--- config.mk ---
export PLATFORM = sky130hd
export DESIGN_NAME = regfile_write_arbiter
export DESIGN_NICKNAME = d
export VERILOG_FILES = /design/src/rtl/regfile_pkg.sv /design/src/rtl/wb_slot.sv /design/src/rtl/regfile_write_arbiter.sv
export SDC_FILE = /design/constraint.sdc
export NUM_CORES = 1
export LEC_CHECK = 0
export CAP_MARGIN = 20
export CORE_UTILIZATION = 57
export CTS_BUF_LIST = sky130_fd_sc_hd__clkbuf_8
export DETAILED_ROUTE_END_ITERATION = 16
export PLACE_DENSITY = 0.95
export SLEW_MARGIN = 10
export SYNTH_ARGS = -nofsm -noshare
export SYNTH_HDL_FRONTEND = slang
export SYNTH_SLANG_ARGS = --single-unit
export TNS_END_PERCENT = 1
--- constraint.sdc ---
create_clock -name clk -period 5.3 [get_ports clk]
set_input_delay 0.795 -clock clk [delete_from_list [all_inputs] [get_ports clk]]
set_output_delay 0.795 -clock clk [all_outputs]
set_load 0.01 [all_outputs]
--- src/rtl/regfile_pkg.sv ---
// rtl/regfile_pkg.sv - shared widths and port identifiers for the writeback arbiter
package regfile_pkg;
  localparam int DATA_W   = 16;
  localparam int ADDR_W   = 4;
  localparam int NUM_REGS = 16;

  localparam logic PORT_LOAD = 1'b0;
  localparam logic PORT_ALU  = 1'b1;
endpackage

--- src/rtl/wb_slot.sv ---
// rtl/wb_slot.sv - one-entry writeback holding slot with valid/ready handshake
module wb_slot
  import regfile_pkg::*;
(
  input  logic              clk,
  input  logic              reset,
  input  logic              in_valid,
  input  logic [ADDR_W-1:0] in_addr,
  input  logic [DATA_W-1:0] in_data,
  input  logic              grant,
  output logic              ready,
  output logic              capture,
  output logic              valid,
  output logic [ADDR_W-1:0] addr,
  output logic [DATA_W-1:0] data
);

  // A granted slot drains on the same edge it refills, so one transfer per cycle is sustainable.
  assign ready   = !reset && (!valid || grant);
  assign capture = in_valid && ready;

  always_ff @(posedge clk) begin
    if (reset) begin
      valid <= 1'b0;
      addr  <= '0;
      data  <= '0;
    end else if (capture) begin
      valid <= 1'b1;
      addr  <= in_addr;
      data  <= in_data;
    end else if (grant) begin
      valid <= 1'b0;
    end
  end

endmodule

--- src/rtl/regfile_write_arbiter.sv ---
// rtl/regfile_write_arbiter.sv - shares the register file write port between load and ALU writeback
module regfile_write_arbiter
  import regfile_pkg::*;
(
  input  logic                clk,
  input  logic                reset,
  input  logic                req0_valid,
  input  logic [ADDR_W-1:0]   req0_addr,
  input  logic [DATA_W-1:0]   req0_data,
  output logic                req0_ready,
  input  logic                req1_valid,
  input  logic [ADDR_W-1:0]   req1_addr,
  input  logic [DATA_W-1:0]   req1_data,
  output logic                req1_ready,
  output logic                regWrite,
  output logic [ADDR_W-1:0]   writeReg,
  output logic [DATA_W-1:0]   writeData,
  output logic [NUM_REGS-1:0] pending,
  output logic                last_grant
);

  logic              slot0_valid, slot1_valid;
  logic [ADDR_W-1:0] slot0_addr, slot1_addr;
  logic [DATA_W-1:0] slot0_data, slot1_data;
  logic              grant0, grant1;
  logic              cap0, cap1;
  logic              older0;

  wb_slot u_slot0 (
    .clk      (clk),
    .reset    (reset),
    .in_valid (req0_valid),
    .in_addr  (req0_addr),
    .in_data  (req0_data),
    .grant    (grant0),
    .ready    (req0_ready),
    .capture  (cap0),
    .valid    (slot0_valid),
    .addr     (slot0_addr),
    .data     (slot0_data)
  );

  wb_slot u_slot1 (
    .clk      (clk),
    .reset    (reset),
    .in_valid (req1_valid),
    .in_addr  (req1_addr),
    .in_data  (req1_data),
    .grant    (grant1),
    .ready    (req1_ready),
    .capture  (cap1),
    .valid    (slot1_valid),
    .addr     (slot1_addr),
    .data     (slot1_data)
  );

  // Same destination must retire in arrival order; otherwise alternate.
  always_comb begin
    grant0 = 1'b0;
    grant1 = 1'b0;
    if (slot0_valid && slot1_valid) begin
      if (slot0_addr == slot1_addr) begin
        grant0 = older0;
        grant1 = !older0;
      end else begin
        grant0 = (last_grant == PORT_ALU);
        grant1 = (last_grant == PORT_LOAD);
      end
    end else begin
      grant0 = slot0_valid;
      grant1 = slot1_valid;
    end
  end

  always_ff @(posedge clk) begin
    if (reset) begin
      older0 <= 1'b1;
    end else if (cap0 && cap1) begin
      older0 <= 1'b1;
    end else if (cap0 && slot1_valid && !grant1) begin
      older0 <= 1'b0;
    end else if (cap1 && slot0_valid && !grant0) begin
      older0 <= 1'b1;
    end
  end

  always_ff @(posedge clk) begin
    if (reset) begin
      regWrite   <= 1'b0;
      writeReg   <= '0;
      writeData  <= '0;
      last_grant <= PORT_ALU;
    end else if (grant0 || grant1) begin
      regWrite   <= 1'b1;
      writeReg   <= grant0 ? slot0_addr : slot1_addr;
      writeData  <= grant0 ? slot0_data : slot1_data;
      last_grant <= grant0 ? PORT_LOAD : PORT_ALU;
    end else begin
      regWrite   <= 1'b0;
    end
  end

  always_comb begin
    pending = '0;
    if (slot0_valid) pending[slot0_addr] = 1'b1;
    if (slot1_valid) pending[slot1_addr] = 1'b1;
    if (regWrite)    pending[writeReg]   = 1'b1;
  end

endmodule

# == Word-level counts from Yosys, hierarchy flattened ==
# Index checks and enable logic that the tools add are counted.
# Widths: inputs -> output; s select.
# op_classes
order_cmp,6
n_eq_ne,1
mux,23
n_bitwise,3
reduce_logical,26
# op_table
op,count
$mux 16,4
$or 16x16->16,2
$lt 4x5->1 const B,3
$mux 1,15
$logic_and 1x1->1,13
$demux 1 s4,3
$ge 4x1->1 const B,3
$logic_not 1->1,6
$reduce_bool 2->1,3
$eq 4x4->1,1
$mux 4,1
$logic_or 1x1->1,3
$reduce_or 2->1,1
$not 1->1,1
# totals
regBits,65
input_bits,44
output_inout_bits,40
elab_cells,70

# == Depth between registers and ports, before layout ==
# Gate-level depths: netlist (run 1).
# logic_depth
word_depth,10
mapped_depth,7
ltp_nobuf,4

# == Cells and area by module ==
# From an unflattened synthesis (run 1), not the netlist that was laid out.
# hier_totals
cells_unflattened,473
hier_area_um2,3965.1
# modules_own_cells
module,instances,cells_each,area_per_inst_um2,seq_area_each_um2
regfile_write_arbiter,1,287,2055.7,460.4
wb_slot,2,93,954.7,420.4

# == Least setup slack after synthesis (run 1) ==
# Ideal clock, no wire load.
# synth_path
path_type,input -> output
startpoint,in reset
endpoint,out req1_ready
t_arrival_ps,1726
required_ps,4505
slack_ps,2779
cell_stages,4
n_path_buf,3
cell_sequence,clkbuf_1 > clkbuf_1 > buf_1 > a31oi_1
# synth_between
elab_chain_len,2
# synth_rtl
item,line_no,rtl
from (decl),regfile_write_arbiter.sv:6,"input logic reset,"
$logic_not 1->1,wb_slot.sv:19,assign ready = !reset && (!valid || grant);
$logic_and 1x1->1,wb_slot.sv:19,
to (decl),regfile_write_arbiter.sv:14,"output logic req1_ready,"
# Every way passes these cells.

# == Final worst setup path (run 1) ==
# layout_path
startpoint,reg u_slot1.addr[1]
endpoint,out req1_ready
# layout_between
elab_chain_len,5
# layout_rtl
item,line_no,rtl
from (decl),wb_slot.sv:14,"output logic [ADDR_W-1:0] addr,"
from (signal assigned),wb_slot.sv:29,addr <= in_addr;
$eq 4x4->1,regfile_write_arbiter.sv:62,if (slot0_addr == slot1_addr) begin
$mux 1,regfile_write_arbiter.sv:62,
$mux 1,regfile_write_arbiter.sv:61,if (slot0_valid && slot1_valid) begin
$logic_or 1x1->1,wb_slot.sv:19,
$logic_and 1x1->1,wb_slot.sv:19,
# Every way passes these cells.

==> key figures, run 1 <==
Job
  • Number of max-cap violations: 0

Die
  • Die height: 83.8 um
  • Core area: 6390 um2
  • Die Wd: 83.8 um
  • Row count: 29
  • I/O pins: between 80 and 90
  • Die area: ~7000 um2
  • Starting Density: between 50% and 60%

Synthesis
  • Register area share after synthesis: about 34%
  • Synthesized Nets: between 400 and 500
  • Avg Inst Size Synth: 8.95 um2
  • Post-Synthesis Cells: around 430
  • Dominant cell type by area after synthesis: dfxtp_1
  • Post-synth EDFFs: 0
  • Synth Warn #: 0
  • Yosys reg bits: 65
  • Mapped Area: about 3800 um2
  • Top_reg_cell synth: dfxtp_1
  • Synth area leaders: dfxtp_1 34%, mux2_2 12%, nor2b_1 7.2%
  • Synth cell types: 53
  • Post-synth top area share: 34.1%
  • Fraction of registers with async set/reset: 0%

Setup path
  • CP arrival: roughly 2800 ps
  • Crit Path Max Fanout: 14
  • Startpoint types: register
  • Crit. End Element: output pin
  • Worst Path Required: 4510 ps
  • Critical path type: reg -> out

Clock network
  • CTS tree: built
  • Clock transition at path regs: around 70 ps
  • Worst-Skew Late Latency: about 350 ps
  • Clock buffer count from CTS: 9
  • CTS Hold Bufs: 0
  • Clock buffer depth: 2
  • Post-CTS Setup Inserts: 0
  • Clock Tree Root: clkbuf_8
  • H-tree Lvls: 3
  • CTS resizes: 0
  • Clk sinks: 65

Hold path
  • HP Class: reg -> reg

Placement
  • Port Buffers: 83
  • GPL Wtd Cong: about 0.87
  • Detail Placement HPWL: around 6800 um

Pwr
  • Combinational fraction of design power: about a quarter
  • PwrDens: approximately 280 nW/um2
  • Static Leak: ~1.8 nW
  • Net Switching: about 0.4 mW
  • Internal: 0.953 mW
  • Switching share of power: approximately 30%
  • Maximum VDD drop: roughly 0.23 mV
  • Clock Power Share: between 30 and 40%
  • Seq pwr share: 42.9%

STA
  • Final Hold Viols: 0
  • RSZ-0062 raised after global routing: no
  • Max-slew violations: 0
  • Final Cycle Share: 68.6%
  • Fmax: approximately 0.27 GHz
  • Slew headroom: 46.6%
  • Tmin final: approximately 3600 ps
  • Final Skew: between 9 and 10 ps
  • Setup TNS: 0 ps
  • Setup violators final: 0
  • Hold WS: about 520 ps
  • Worst-Margin Slew: around 800 ps

Detailed routing
  • # DRC: 0
  • Detail Route Antenna Nets: 0
  • Via-per-instance ratio: around 6.3
  • Initial DRC Count: between 300 and 400
  • Drt first pass iters: 5
  • Routed length per placed instance: about 18 um
  • Drt total wl: about 10000 um
  • Vias: 3583

Cells and area
  • N_diodes: 0
  • Number of fill cells: about 470
  • Area Growth Syn to Fin: 26.7%
  • Ratio of cells with drive above 1 in the final layout: between 10 and 15%
  • Final net count: between 500 and 600

Global routing
  • Initial antenna violation count: 0
  • Tot GR Track Use: 29.7%
  • First-pass GRT wire length: around 17000 um
  • Gr ovfl total: 0
  • Vias in the first global route: about 3500
  • Largest net degree at the start of global routing: 64

Run status
  • Status: complete, no violations
[stage by stage]
step	power (mW)	utilization [%]	cell area (um2)	std cells	worst slack [ps]
after CTS	1.34	75.7	4830	571	1710
after floorplan	0.776	-	3810	426	2780
after global placement	0.883	72.2	4610	554	2130
after detailed placement	0.895	72.4	4620	555	2120
final	1.35	75.7	4830	571	1660
after global routing	1.40	75.7	4830	571	1500
[worst max-delay path, stage by stage, from the launching register on]
cell,delay [ps]
dfxtp_1,610
xnor2_1,290
a41oi_1,290
a21oi_2,610
a31oi_1,180
clkdlybuf4s50_1,510
[routing by layer]
metal  wire length [um]  track usage (%)  up-vias
met1               4250             35.7     1705
met4                265             13.4        0
met5                  0                0        -
li1                   -                -     1679
met3                642             6.53       31
met2               5140             50.4      168
[flip-flops by register name, indices dropped and copies added (netlist names)]
register       cells
u_slot1.data      16
last_grant         1
u_slot1.valid      1
regWrite           1
older0             1
writeData         16
u_slot0.valid      1
u_slot0.addr       4
u_slot0.data      16
u_slot1.addr       4
writeReg           4
[path summary, 6_finish.rpt]
check | from | to | slack [ps] | depth (start not counted)
setup reg to reg | u_slot1.addr[1]$_SDFFE_PP0P_ | u_slot1.data[6]$_SDFFE_PP0P_ | 2660 | 5
hold reg to reg | u_slot0.data[15]$_SDFFE_PP0N_ | u_slot0.data[15]$_SDFFE_PP0N_ | 520 | 2
setup / recovery | u_slot1.addr[1]$_SDFFE_PP0P_ | req1_ready | 1660 | 5
hold / removal | u_slot0.data[15]$_SDFFE_PP0N_ | u_slot0.data[15]$_SDFFE_PP0N_ | 520 | 2
[cell families (layout without fill, tap and decap cells)]
logic type,after synthesis,after routing,synth area share [%]
buffers and inverters,46,114,5.74
AOI/OAI and AO/OA,101,101,19.8
and+or+nand+nor,149,149,21.9
muxes,57,57,16.2
xor gates and xnor gates,8,8,2.23
DFF,65,65,34.1
[cell usage after synthesis (9+ instances only)]
cell type,count
dfxtp_1,65
nor2b_1,44
mux2_2,39
nand2_1,24
clkbuf_1,19
nand3_1,19
mux2i_1,18
a211oi_1,16
a21oi_1,16
o21ai_0,16
nor2_1,15
and2_1,14
nand3b_1,14
a2111oi_0,11
a22oi_1,10
inv_1,9
[layout by cell type (no fill, tap or decap), types with 5 or more instances in the layout]
cell	n
a22oi_1	10
nand3_1	19
a211oi_1	16
nor2b_1	44
clkbuf_8	9
clkdlybuf4s50_1	82
o21ai_0	16
nand3b_1	14
nor2_1	15
mux2_2	39
nor3_1	6
inv_1	10
mux2i_1	18
buf_4	5
dfxtp_1	64
a2111oi_0	11
and2_1	14
nand2_1	24
a21oi_1	16
a221o_1	5
[power by group through the flow]
stage	Clock (mW)	Sequential, mW	Combinational, mW
floorplan	0	0.574	0.203
global placement	0	0.585	0.298
detailed placement	0	0.587	0.308
CTS	0.452	0.577	0.314
global route	0.473	0.584	0.341
finish	0.454	0.579	0.317
[layout make-up]
class                           count  area, um2  share of cell area [%]
Multi-Input combinational cell    315       2310                    47.9
Sequential cell                    65       1300                    27.0
Timing Repair Buffer               89        875                    18.1
Clock buffer                        9        124                    2.56
Tap cell                           77       96.3                    1.99
Clock inverter                      7       86.3                    1.79
Inverter                            9       33.8                   0.699
No activity file was read; power rests on OpenSTA's default activity.
==> inputs of run 2 (changes only) <==
--- a/config.mk
+++ b/config.mk
@@ -6,10 +6,10 @@
 export NUM_CORES = 1
 export LEC_CHECK = 0
 export CAP_MARGIN = 20
-export CORE_UTILIZATION = 57
+export CORE_UTILIZATION = 53
 export CTS_BUF_LIST = sky130_fd_sc_hd__clkbuf_8
 export DETAILED_ROUTE_END_ITERATION = 16
-export PLACE_DENSITY = 0.95
+export PLACE_DENSITY = 0.91
 export SLEW_MARGIN = 10
 export SYNTH_ARGS = -nofsm -noshare
 export SYNTH_HDL_FRONTEND = slang
==> constraint.sdc (replaced) <==
create_clock -name clk -period 3.4 [get_ports clk]
set_input_delay 0.51 -clock clk [delete_from_list [all_inputs] [get_ports clk]]
set_output_delay 0.51 -clock clk [all_outputs]
set_load 0.01 [all_outputs]
==> run 2 against run 1 <==
  * Global-route usage shrank 1.4 points
  * Cell area shrank 0.10%
  * Clock skew shrank 0.55 ps
  * Critical path type unchanged
  * Highest routed layer unchanged
  * Core utilization shrank 5.4 points
  * Largest cell class unchanged
  * Clock-buffer cell count is the same
==> key figures, run 2 (synthesized netlist as in run 1, its figures left out) <==
Run status
  • Status: complete, no violations

Setup path
  • Critical path type: reg -> out
  • Worst Path Required: 2890 ps (-1620 ps)
  • Startpoint types: register
  • Crit Path Max Fanout: 12 (-2)
  • Worst path max stage delay: 640 ps (+30 ps)
  • Crit-path cells: xnor2_1 -> a41oi_1 -> a21oi_2 -> a31oi_1 -> clkdlybuf4s50_1
  • Critical path's slowest cell: dfxtp_1
  • Crit. End Element: output pin
  • CP arrival: 2570 ps (-270 ps)

Cells and area
  • Number of fill cells: 539 (+16%)
  • Final net count: 535 (+0.38%)
  • Most common cell after layout, fill and taps aside: clkdlybuf4s50_1
  • N_diodes: 0 (unchanged)
  • Most frequent cells in the layout: 82 x clkdlybuf4s50_1, 64 x dfxtp_1, 44 x nor2b_1, 39 x mux2_2, 24 x nand2_1
  • Area Growth Syn to Fin: 26.6%
  • Final core occ: 70.3% (-5.4 points)
  • Area of the multi-input gates: 2310 um2 (unchanged)
  • Final Non-Filler Cells: 592 (+3.7%)
  • Reg area: 1300 um2 (unchanged)
  • Largest registers: u_slot0.data (16), u_slot1.data (16), writeData (16)
  • Ratio of cells with drive above 1 in the final layout: 15.3% (+0.55 points)
  • Design Area, Final: 4830 um2 (-0.10%)

Detailed routing
  • Vias: 3586 (+0.084%)
  • Drt total wl: 10300 um (-0.40%)
  • Via-per-instance ratio: 6.06 (-3.5%)
  • Routed length per placed instance: 17.3 um (-3.9%)
  • Drt first pass iters: 5 (unchanged)
  • Detail Route Antenna Nets: 0 (unchanged)
  • Initial DRC Count: 305 (-12%)
  • # DRC: 0 (unchanged)

STA
  • Max-slew violations: 0 (unchanged)
  • Setup TNS: 0 ps (unchanged)
  • Tmin final: 3080 ps
  • Slew headroom: 52.9% (+6.4 points)
  • Setup slack after layout: 320 ps (-1340 ps)
  • Hold WS: 511 ps (-9.98 ps)
  • Final Cycle Share: 90.6%
  • RSZ-0062 raised after global routing: no
  • Final Skew: 9.08 ps (-0.551 ps)
  • Worst-Margin Slew: 706 ps (-95.8 ps)
  • Fmax: approximately 0.32 GHz
  • Final Hold Viols: 0 (unchanged)
  • Setup violators final: 0 (unchanged)

Die
  • Starting Density: 55.5% (-4.2 points)
  • Die area: 7540 um2 (+7.4%)
  • Core area: 6870 um2 (+7.6%)
  • I/O pins: 84 (unchanged)
  • Die height: 86.8 um (+3.6%)
  • Die Wd: 86.8 um (+3.6%)
  • Row count: 30 (+3.4%)

Pwr
  • PwrDens: 408 nW/um2 (+46%)
  • Internal: 1.34 mW (+41%)
  • Design Power: 1.97 mW (+46%)
  • Net Switching: 0.628 mW (+58%)
  • Static Leak: 1.79 nW (-1.2%)
  • Maximum VDD drop: 0.318 mV (+37%)
  • Switching share of power: 31.9% (+2.5 points)
  • Combinational fraction of design power: 25.0% (+1.5 points)
  • Clock Power Share: 29.1% (-4.5 points)
  • Seq pwr share: 45.9% (+3.0 points)

Clock network
  • Clock buffer depth: 2 (unchanged)
  • Clk sinks: 65 (unchanged)
  • H-tree Lvls: 3 (unchanged)
  • Worst-Skew Late Latency: 360 ps (about the same)
  • CTS tree: built
  • Clock buffer count from CTS: 9 (unchanged)
  • Post-CTS Setup Inserts: 0 (unchanged)
  • CTS resizes: 0 (unchanged)
  • Clock transition at path regs: 70 ps (about the same)
  • CTS Hold Bufs: 0 (unchanged)
  • Clock Tree Root: clkbuf_8

Placement
  • Detail Placement HPWL: 7030 um (+2.8%)
  • GPL Wtd Cong: 0.907 (+4.4%)
  • Port Buffers: 83 (unchanged)
  • Placed Area: 4660 um2 (+0.76%)
  • Worst slack, placed: 763 ps (-1350 ps)
  • Post-placement cell count: 576 (+3.8%)

Global routing
  • Vias in the first global route: 3324 (-5.1%)
  • Initial antenna violation count: 0 (unchanged)
  • First-pass GRT wire length: 16500 um (-1.2%)
  • Largest net degree at the start of global routing: 55 (-14%)
  • Tot GR Track Use: 28.2% (-1.4 points)
  • Gr ovfl total: 0 (unchanged)

Hold path
  • HP Class: in -> reg

Job
  • Number of max-cap violations: 0 (unchanged)
## run 2: cell types whose count changed in the layout (fill, tap and decap cells not counted), sizes merged
cell      before  now
clkinvlp       1    3
bufinv         2    0
buf            7    9
## run 2: cell type report
class	instances	area share [%]
timing repair buffer	91	18.4
clock inverter	7	0.959
sequential	65	27.0
inverter	9	0.700
multi-input combinational	315	48.0
clock buffer	9	2.57
tap	96	2.49
## run 2: worst max-delay path: cells and delay by family, from the launching register on
family	cells	cell delay, ps
flip-flops	1	640
buffers and inverters	1	570
AO/OA/AOI/OAI	3	770
XOR/XNOR	1	240
## run 2: power by group through the flow
stage / Sequential, mW / Combinational [mW] / Clock (mW)
global placement: 0.915 / 0.470 / 0
CTS: 0.902 / 0.490 / 0.586
global route: 0.913 / 0.529 / 0.623
floorplan: 0.894 / 0.316 / 0
finish: 0.905 / 0.493 / 0.573
detailed placement: 0.918 / 0.487 / 0
## run 2: worst paths after layout
path | startpoint | endpoint | slack (ps) | depth (start not counted)
max reg2reg | u_slot1.addr[0]$_SDFFE_PP0P_ | u_slot0.data[5]$_SDFFE_PP0N_ | 740 | 5
min | reset | writeData[14]$_SDFFE_PP0P_ | 510 | 2
max | u_slot1.addr[0]$_SDFFE_PP0P_ | req1_ready | 320 | 5
min reg2reg | u_slot0.data[15]$_SDFFE_PP0N_ | writeData[15]$_SDFFE_PP0P_ | 540 | 2
## run 2: layer usage
layer	GRT usage, %	vias up	wire, um
met5	0	-	0
met4	13.5	0	170
met3	5.81	19	694
met2	46.2	169	5100
met1	35.4	1714	4290
li1	-	1684	-
==> inputs of run 3 (changes only) <==
--- a/config.mk
+++ b/config.mk
@@ -9,6 +9,7 @@
 export CORE_UTILIZATION = 53
 export CTS_BUF_LIST = sky130_fd_sc_hd__clkbuf_8
 export DETAILED_ROUTE_END_ITERATION = 16
+export GPL_TIMING_DRIVEN = 0
 export PLACE_DENSITY = 0.91
 export SLEW_MARGIN = 10
 export SYNTH_ARGS = -nofsm -noshare
==> run 3 against run 2 <==
  * Hold slack improved by 17 ps
  * Worst setup slack lost 190 ps
  * Non-clock buffer count grew 28
  * Critical path depth grew 3
  * Sequential power is 2.7% lower
  * Flip-flop and latch count stayed put
  * Global-route usage up 3.1 points
  * Register-to-register slack improved by 420 ps
  * First-iteration DRC count is 28% higher
  * Critical endpoint unchanged
  * Largest cell class unchanged
==> key figures, run 3 (synthesized netlist as in run 1, its figures left out) <==
Setup path
  • Critical path type: reg -> out
  • Crit Path Max Fanout: 10 (-2)
  • Worst path most repeated cell: buf_2
  • Worst Path Required: 2890 ps (about the same)
  • Crit-path cells: buf_2 -> xor2_1 -> nor4_4 -> buf_4 -> a21oi_2 -> buf_2 -> a31oi_1 -> clkdlybuf4s50_1
  • Worst path max stage delay: 520 ps (-120 ps)
  • CP arrival: 2760 ps (+190 ps)
  • Reg2reg setup slack: 1160 ps (+420 ps)
  • Worst flop-to-flop path startpoint: u_slot1.valid$_SDFFE_PP0P_
  • Worst setup path start: u_slot0.addr[3]$_SDFFE_PP0N_
  • Critical path's slowest cell: clkdlybuf4s50_1
  • Startpoint types: register
  • Crit. End Element: output pin

Clock network
  • Worst-Skew Late Latency: 360 ps (about the same)
  • Clock transition at path regs: 80 ps (about the same)
  • Clock buffer count from CTS: 9 (unchanged)
  • CTS Hold Bufs: 0 (unchanged)
  • Clock Tree Root: clkbuf_8
  • CTS tree: built
  • Clock buffer depth: 2 (unchanged)
  • Post-CTS Setup Inserts: 0 (unchanged)
  • Clk sinks: 65 (unchanged)
  • H-tree Lvls: 3 (unchanged)

Global routing
  • Gr ovfl total: 0 (unchanged)
  • Vias in the first global route: 3695 (+11%)
  • First-pass GRT wire length: 18100 um (+10%)
  • Largest net degree at the start of global routing: 13 (-76%)
  • Tot GR Track Use: 31.4% (+3.1 points)
  • Initial antenna violation count: 0 (unchanged)

Cells and area
  • Area Growth Syn to Fin: 31.3%
  • Most frequent cells in the layout: 82 x clkdlybuf4s50_1, 65 x dfxtp_1, 44 x nor2b_1, 39 x mux2_2, 24 x nand2_1
  • Largest registers: u_slot0.data (16), u_slot1.data (16), writeData (16)
  • Design Area, Final: 5010 um2 (+3.7%)
  • Area of the multi-input gates: 2320 um2 (+0.11%)
  • Ratio of cells with drive above 1 in the final layout: 15.5% (+0.14 points)
  • N_diodes: 0 (unchanged)
  • Reg area: 1300 um2 (about the same)
  • Number of fill cells: 506 (-6.1%)
  • Final core occ: 72.9% (+2.6 points)
  • Final net count: 563 (+5.2%)
  • Most common cell after layout, fill and taps aside: clkdlybuf4s50_1

Run status
  • Status: complete, no violations

STA
  • Fmax: 0.306 GHz (-5.8%)
  • Tmin final: 3270 ps (+188 ps)
  • Final Hold Viols: 0 (unchanged)
  • Max-slew violations: 0 (unchanged)
  • Setup violators final: 0 (unchanged)
  • Final Cycle Share: 96.1% (+5.5 points)
  • Hold WS: 528 ps (+16.7 ps)
  • Slew headroom: 54.4% (+1.4 points)
  • Worst-Margin Slew: 683 ps (-23.0 ps)
  • Final Skew: 10.0 ps (+0.947 ps)
  • RSZ-0062 raised after global routing: no
  • Setup slack after layout: 132 ps (-188 ps)
  • Setup TNS: 0 ps (unchanged)

Pwr
  • PwrDens: 438 nW/um2 (+7.1%)
  • Static Leak: 1.89 nW (+5.1%)
  • Maximum VDD drop: 0.268 mV (-16%)

Hold path
  • HP Class: reg -> reg
  • HP Start: u_slot0.data[15]$_SDFFE_PP0N_

Die
  • Core area: 6870 um2 (unchanged)
  • Starting Density: 55.5% (unchanged)
  • Row count: 30 (unchanged)
  • Die area: 7540 um2 (unchanged)
  • I/O pins: 84 (unchanged)
  • Die Wd: 86.8 um (unchanged)
  • Die height: 86.8 um (unchanged)

Detailed routing
  • Via-per-instance ratio: 6.04 (-0.23%)
  • Drt total wl: 11400 um (+11%)
  • Initial DRC Count: 390 (+28%)
  • Drt first pass iters: 5 (unchanged)
  • Routed length per placed instance: 18.3 um (+5.8%)
  • Vias: 3747 (+4.5%)
  • # DRC: 0 (unchanged)
  • Detail Route Antenna Nets: 0 (unchanged)

Placement
  • GPL Wtd Cong: 0.935 (+3.1%)
  • Detail Placement HPWL: 8140 um (+16%)
  • Worst slack, placed: 525 ps (-238 ps)
  • Placed Area: 4750 um2 (+2.1%)
  • Port Buffers: 82 (-1.2%)

Job
  • Number of max-cap violations: 0 (unchanged)
## run 3: cell count changes in the layout (fill, tap and decap cells not counted), sizes merged
cell | previous run | this run
clkinv | 3 | 2
buf | 9 | 17
clkbuf | 9 | 30
clkinvlp | 3 | 1
bufinv | 0 | 2
## run 3: cell type report
type / instances / area share, %
Clock inverter: 6 / 1.80
Multi-Input combinational cell: 315 / 46.3
Inverter: 9 / 0.675
Timing Repair Buffer: 82 / 16.4
Sequential cell: 65 / 26.0
Tap cell: 96 / 2.40
Buffer: 37 / 3.70
Clock buffer: 10 / 2.75
## run 3: power breakdown
group	switching, mW	leakage (nW)	internal [mW]
clock	0.322	0.113	0.435
sequential	0.0516	0.537	0.830
combinational	0.284	1.24	0.268
## run 3: critical path, delay by kind of cell (launching register included)
kind,cells,cell delay [ps]
buffers and inverters,4,1200
XOR/XNOR,1,430
AO/OA/AOI/OAI,2,370
flip-flops,1,320
AND/OR/NAND/NOR,1,70
## run 3: final timing paths
check / cells after the start / endpoint
max: 8 / req1_ready
max reg2reg: 7 / writeData[13]$_SDFFE_PP0P_
min: 2 / u_slot0.data[15]$_SDFFE_PP0N_
min reg2reg: 2 / u_slot0.data[15]$_SDFFE_PP0N_
## run 3: repair_timing
| action | 4_1_cts | 5_1_grt |
|---|---|---|
| hold endpoints to repair | 0 | 0 |
| endpoints found under the setup margin | 0 | 1 |
| gates resized for setup | 0 | 3 |
## run 3: layer usage
metal / up-vias / wire length (um) / global-route usage [%]
met5: - / 0 / 0
met4: 0 / 376 / 17.6
met3: 41 / 780 / 4.19
met2: 201 / 5610 / 52.0
met1: 1761 / 4590 / 39.3
li1: 1744 / - / -
## run 3: metrics by stage
| stage | instances | power [mW] |
|---|---|---|
| 2_1_floorplan | 426 | 1.21 |
| 3_3_place_gp | 604 | 1.41 |
| 3_5_place_dp | 604 | 1.42 |
| 4_1_cts | 620 | 2.17 |
| 5_1_grt | 620 | 2.28 |
| 6_report | 620 | 2.19 |
